--- src/rtl/cpu_pkg.sv ---
// Shared CPU definitions: muldiv opcodes, muldiv FSM states, widths and a
// two's-complement helper used for operand magnitudes and result sign fixup.
package cpu_pkg;
  localparam int MD_WIDTH = 32;
  localparam int MD_ITERS = MD_WIDTH;
  localparam int MD_DW    = 2 * MD_WIDTH;

  typedef enum logic [1:0] {
    MD_MULT  = 2'b00,
    MD_MULTU = 2'b01,
    MD_DIV   = 2'b10,
    MD_DIVU  = 2'b11
  } md_op_e;

  typedef enum logic [1:0] {IDLE, CALC, FIX, DONE} md_state_e;

  // Conditional negate; callers zero-extend narrower values and truncate back.
  function automatic logic [MD_DW-1:0] twos_neg(input logic [MD_DW-1:0] v, input logic neg);
    return neg ? (~v + MD_DW'(1)) : v;
  endfunction
endpackage

--- src/rtl/ex_muldiv_unit.sv ---
// EX-stage iterative MULT/MULTU/DIV/DIVU unit owning HI/LO. One shared
// 2*WIDTH shift register does shift-add multiply and restoring divide.
module ex_muldiv_unit
  import cpu_pkg::*;
#(
  parameter int WIDTH = MD_WIDTH
) (
  input  logic             clk_i,
  input  logic             rst_i,
  input  logic             start_i,
  input  logic [1:0]       op_i,
  input  logic [WIDTH-1:0] rs_data_i,
  input  logic [WIDTH-1:0] rt_data_i,
  input  logic             flush_i,
  output logic             busy_o,
  output logic             done_o,
  output logic [WIDTH-1:0] hi_o,
  output logic [WIDTH-1:0] lo_o,
  output logic             div_by_zero_o
);
  localparam int DW    = 2 * WIDTH;
  localparam int CW    = $clog2(WIDTH);
  localparam int ITERS = WIDTH;

  md_state_e        state;
  logic [CW-1:0]    cnt;
  logic             div_q, res_neg, rem_neg, dbz_pend, dbz_q;
  logic [WIDTH-1:0] raw_rs, opb, hi_q, lo_q;
  logic [DW-1:0]    acc;

  md_op_e           op;
  logic             accept, is_div, is_signed, rs_neg, rt_neg;
  logic [WIDTH-1:0] rs_mag, rt_mag;

  assign op        = md_op_e'(op_i);
  assign accept    = (state == IDLE) && start_i && !flush_i;
  assign is_div    = (op == MD_DIV) || (op == MD_DIVU);
  assign is_signed = (op == MD_MULT) || (op == MD_DIV);
  assign rs_neg    = is_signed & rs_data_i[WIDTH-1];
  assign rt_neg    = is_signed & rt_data_i[WIDTH-1];
  assign rs_mag    = WIDTH'(twos_neg(MD_DW'(rs_data_i), rs_neg));
  assign rt_mag    = WIDTH'(twos_neg(MD_DW'(rt_data_i), rt_neg));

  // Multiply: acc = {partial product, remaining multiplier bits}, shifting right.
  logic [WIDTH:0] mul_sum;
  logic [DW-1:0]  mul_next;
  assign mul_sum  = {1'b0, acc[DW-1:WIDTH]} + (acc[0] ? {1'b0, opb} : '0);
  assign mul_next = {mul_sum, acc[WIDTH-1:1]};

  // Divide: acc = {remainder, dividend/quotient}, shifting left one bit per step.
  logic [WIDTH:0] div_trial;
  logic [DW-1:0]  div_next;
  assign div_trial = acc[DW-1:WIDTH-1] - {1'b0, opb};
  assign div_next  = div_trial[WIDTH] ? {acc[DW-2:0], 1'b0}
                                      : {div_trial[WIDTH-1:0], acc[WIDTH-2:0], 1'b1};

  logic [DW-1:0]    prod;
  logic [WIDTH-1:0] quo, rem;
  assign prod = DW'(twos_neg(MD_DW'(acc), res_neg));
  assign quo  = WIDTH'(twos_neg(MD_DW'(acc[WIDTH-1:0]), res_neg));
  assign rem  = WIDTH'(twos_neg(MD_DW'(acc[DW-1:WIDTH]), rem_neg));

  always_ff @(posedge clk_i or posedge rst_i) begin
    if (rst_i) begin
      state    <= IDLE;
      cnt      <= '0;
      div_q    <= 1'b0;
      res_neg  <= 1'b0;
      rem_neg  <= 1'b0;
      dbz_pend <= 1'b0;
      dbz_q    <= 1'b0;
      raw_rs   <= '0;
      opb      <= '0;
      acc      <= '0;
      hi_q     <= '0;
      lo_q     <= '0;
    end else begin
      case (state)
        IDLE: if (accept) begin
          state    <= CALC;
          cnt      <= '0;
          div_q    <= is_div;
          res_neg  <= rs_neg ^ rt_neg;
          rem_neg  <= rs_neg;
          dbz_pend <= is_div && (rt_data_i == '0);
          dbz_q    <= 1'b0;
          raw_rs   <= rs_data_i;
          opb      <= is_div ? rt_mag : rs_mag;
          acc      <= {{WIDTH{1'b0}}, is_div ? rs_mag : rt_mag};
        end
        CALC: if (flush_i) begin
          state <= IDLE;
        end else begin
          acc <= div_q ? div_next : mul_next;
          cnt <= cnt + CW'(1);
          if (cnt == CW'(ITERS - 1)) state <= FIX;
        end
        FIX: if (flush_i) begin
          state <= IDLE;
        end else begin
          state <= DONE;
          dbz_q <= dbz_pend;
          if (!div_q) begin
            hi_q <= prod[DW-1:WIDTH];
            lo_q <= prod[WIDTH-1:0];
          end else if (dbz_pend) begin
            hi_q <= raw_rs;
            lo_q <= '1;
          end else begin
            hi_q <= rem;
            lo_q <= quo;
          end
        end
        default: state <= IDLE;
      endcase
    end
  end

  assign busy_o        = accept || (state == CALC) || (state == FIX);
  assign done_o        = (state == DONE);
  assign hi_o          = hi_q;
  assign lo_o          = lo_q;
  assign div_by_zero_o = dbz_q;
endmodule

--- config.mk ---
export PLATFORM = sky130hd
export DESIGN_NAME = ex_muldiv_unit
export DESIGN_NICKNAME = d
export VERILOG_FILES = /design/src/rtl/cpu_pkg.sv /design/src/rtl/ex_muldiv_unit.sv
export SDC_FILE = /design/constraint.sdc
export NUM_CORES = 1
export LEC_CHECK = 0
export BUFFER_PORTS_ARGS = -buffer_cell sky130_fd_sc_hd__buf_2
export CORE_MARGIN = 3
export CORE_UTILIZATION = 45
export CTS_CLUSTER_SIZE = 24
export DETAILED_ROUTE_END_ITERATION = 8
export GPL_TIMING_DRIVEN = 0
export SLEW_MARGIN = 20
export SYNTH_ARGS = -nofsm -noshare
export SYNTH_HDL_FRONTEND = slang
export SYNTH_SLANG_ARGS = --single-unit
--- constraint.sdc ---
create_clock -name clk_i -period 17.8 [get_ports clk_i]
set_input_delay 0.89 -clock clk_i [delete_from_list [all_inputs] [get_ports clk_i]]
set_output_delay 0.89 -clock clk_i [all_outputs]
set_load 0.05 [all_outputs]
==> results.sh <==
export IMPL_yosysUniqueCellTypes=80
export IMPL_root_buffer="clkbuf_16"
export IMPL_core_area_um2=36800
export IMPL_synthMuxAreaShare=0.0545
export IMPL_multiInputGateArea_um2=10900
export IMPL_regArea_um2=5100
export IMPL_r2r_start="acc[31]"
export IMPL_htreeDepth=1
export IMPL_cts_hold_buf=0
export IMPL_synth_fa_ha_area_frac=0.0542
export IMPL_timing_fmax_mhz=180
export IMPL_synth_top_family_by_area="compound AO/OA/AOI/OAI gates"
export IMPL_ys_async_sr_fraction=1.00
export IMPL_yosys_top_cells_count="nand2_1 (336), o21ai_0 (224), dfrtp_1 (204)"
export IMPL_drc=0
export IMPL_p_leak_uw=0.00839
export IMPL_fill_cells=3630
export IMPL_worstPathArrival_ns=6.01
export IMPL_maxCapViolCount=0
export IMPL_grtUsageTotal=0.334
export IMPL_synthFlopType="dfrtp_1"
export IMPL_hold_viol=0
export IMPL_synth_xor_xnor_area_share=0.0877
export IMPL_end_kind="flip-flop"
export IMPL_wirelength_um=68100
export IMPL_synth_simple_area_share=0.217
export IMPL_cts_buffers=26
export IMPL_synth_top_area_cell="dfrtp_1"
export IMPL_rows=70
export IMPL_critical_path_startpoint_type="flip-flop"
export IMPL_cellPowerDensity_nw_per_um2=164
export IMPL_cts_setup_buffers=0
export IMPL_ys_top_cells_by_area="dfrtp_1 (30%), nand2_1 (7.5%), o21ai_0 (6.6%), a21oi_1 (5.6%), ha_1 (5.2%)"
export IMPL_vias=17700
export IMPL_hpwl_um=53900
export IMPL_nets=2514
export IMPL_io_buffers=136
export IMPL_tightest_slew_ns=1.13
export IMPL_r2r_cells=12
export IMPL_gp_congestion=0.983
export IMPL_clk_latency_ns=0.57
export IMPL_hold_path_class="input port to asynchronous set/reset pin"
export IMPL_synth_seq_area_share=0.302
export IMPL_grt_max_degree=97
export IMPL_initial_utilization=0.459
export IMPL_skew_ns=0.0181
export IMPL_r2r_slack_ns=12.25
export IMPL_setup_ws_ns=12.25
export IMPL_path_depth=12
export IMPL_endpoint="acc[63]"
export IMPL_finalSetupTns_ns=0
export IMPL_setup_viol=0
export IMPL_vdd_drop_max_mv=0.0949
export IMPL_worstSetupPathType="flip-flop to flip-flop"
export IMPL_crit_buf_inv=1
export IMPL_cts_buffer_depth=3
export IMPL_ys_seq_elements=204
export IMPL_synth_nets=2348
export IMPL_post_cts_resized=0
export IMPL_clk_pin_slew_ns=0.06
export IMPL_clkSinkCount=204
export IMPL_synth_compound_area_frac=0.234
export IMPL_hold_slack_ns=0.319
export IMPL_wl_per_cell_um=23.8
export IMPL_critPathLaunch="acc[31]"
export IMPL_die_y_um=200
export IMPL_critPathSlowestCell="o41ai_1"
export IMPL_critPathTopFamily="compound AO/OA/AOI/OAI gates"
export IMPL_dieWidth_um=200
export IMPL_first_iter_violations=1863
export IMPL_io_pins=137
export IMPL_synthCells=2206
export IMPL_outcome="finished clean"
export IMPL_synth_top_area_frac=0.302
export IMPL_place_ws_ns=12.36
export IMPL_worstPathMaxFanout=8
export IMPL_cts_tree="done"
export IMPL_finalCriticalPeriod_ns=5.55
export IMPL_cp_required_ns=18.27
export IMPL_synth_area_um2=16900
export IMPL_overflow=0
export IMPL_grt_pass1_vias=16400
export IMPL_cpPeakStageDelay_ns=1.00
export IMPL_grt_first_pass_wirelength_um=102000
export IMPL_yosys_warnings=0
export IMPL_via_per_inst=6.20
export IMPL_p_total_uw=3140
export IMPL_area_delta_synth_final_pct=13.4
export IMPL_fin_crit_sh=0.312
export IMPL_yosysMostFrequentCell="nand2_1"
export IMPL_syn_area_per_cell_um2=7.65
export IMPL_maxSlewHeadroom=0.237
export IMPL_crit_path_cell_trace="inv_1 > ha_1 > fa_1 > nand2b_1 > a21oi_1 > o41ai_1 > o21ai_0 > a21oi_1 > mux2i_1 > nand2_1 > a311o_1 > a22oi_1"
export IMPL_rr_endpoint="acc[63]"
export IMPL_final_layout_size_suffix_gt1_frac=0.0945
export IMPL_synth_edf_count=0
export IMPL_drtPass1Iterations=6
export IMPL_slew_violations=0
export IMPL_rsz0062_at_grt="no"
export IMPL_die_area_um2=39900
export IMPL_cp_common_cell="a21oi_1"
export IMPL_antenna_found_initial=0
export IMPL_ant_nets=0
-- layer usage --
metal,global-route usage,share of wire,routed length (µm),vias up
met5,0,0,0,-
met4,0.115,0.042,2840,0
met3,0.0457,0.089,6090,130
met2,0.504,0.42,28700,851
met1,0.492,0.45,30500,8599
li1,-,-,-,8161
-- flip-flops by register name, summed over array words and instances, names as in the netlist --
register,flops
div_q,1
dbz_pend,1
div_by_zero_o,1
acc,64
hi_o,32
raw_rs,32
res_neg,1
rem_neg,1
state,2
cnt,5
lo_o,32
opb,32
-- layout by cell type (no fill, tap or decap), types with 18 or more instances in the layout --
| cell type | n |
|---|---|
| nand2_1 | 336 |
| o21ai_0 | 224 |
| dfrtp_1 | 204 |
| a21oi_1 | 189 |
| nor2_1 | 184 |
| buf_2 | 144 |
| clkbuf_1 | 137 |
| xor2_1 | 97 |
| mux2i_1 | 84 |
| xnor2_1 | 72 |
| ha_1 | 70 |
| inv_1 | 68 |
| nand3_1 | 45 |
| nor3_1 | 41 |
| nand2b_1 | 39 |
| o31ai_1 | 31 |
| a21o_1 | 27 |
| a31oi_1 | 27 |
| clkbuf_16 | 27 |
| or3_1 | 22 |
| a22oi_1 | 19 |
| nor2b_1 | 18 |
| o211ai_1 | 18 |
| nor4_1 | 18 |
-- report_power, final --
part | switching [µW] | internal (µW) | total, µW
sequential | 138 | 580 | 718
combinational | 1210 | 631 | 1840
clock | 225 | 349 | 574
total | 1580 | 1560 | 3140
-- worst min path at each step --
| stage | cells after the start | startpoint | slack, ns | endpoint |
|---|---|---|---|---|
| after global routing | 2 | rst_i | 0.34 | state[1] |
| after CTS | 2 | rst_i | 0.33 | state[1] |
| final | 2 | rst_i | 0.32 | state[1] |
| after floorplan | 2 | raw_rs[28] | 0.44 | raw_rs[28] |
| after detailed placement | 2 | hi_o[23] | 0.46 | hi_o[23] |
| after global placement | 2 | hi_o[23] | 0.45 | hi_o[23] |
-- final cells by class --
type / instances / share of cell area
inverters: 69 / 0.0139
clock buffers: 38 / 0.0411
well taps: 468 / 0.0306
diodes: 1 / 0.000131
multi-input cells: 1780 / 0.571
repair buffers: 138 / 0.0384
flip-flops and latches: 204 / 0.267
plain buffers: 153 / 0.0307
clock inverters: 10 / 0.00712
-- cell families (layout without fill, tap and decap cells) --
| group | after synthesis | after routing |
|---|---|---|
| adder cells (fa/ha/maj) | 72 | 72 |
| multiplexers | 91 | 91 |
| flip-flops | 204 | 204 |
| AND/OR/NAND/NOR | 792 | 792 |
| AO/OA/AOI/OAI | 656 | 656 |
| other | 0 | 1 |
| buffers and inverters | 222 | 408 |
| XOR/XNOR | 169 | 169 |
-- metrics by stage --
step                utilization  area (µm²)  cells
floorplan                     -       16900   2206
global placement          0.493       18200   2810
detailed placement        0.495       18200   2812
CTS                       0.520       19100   2860
global route              0.520       19100   2860
finish                    0.520       19100   2861
Power figures use the tool's default switching activity.
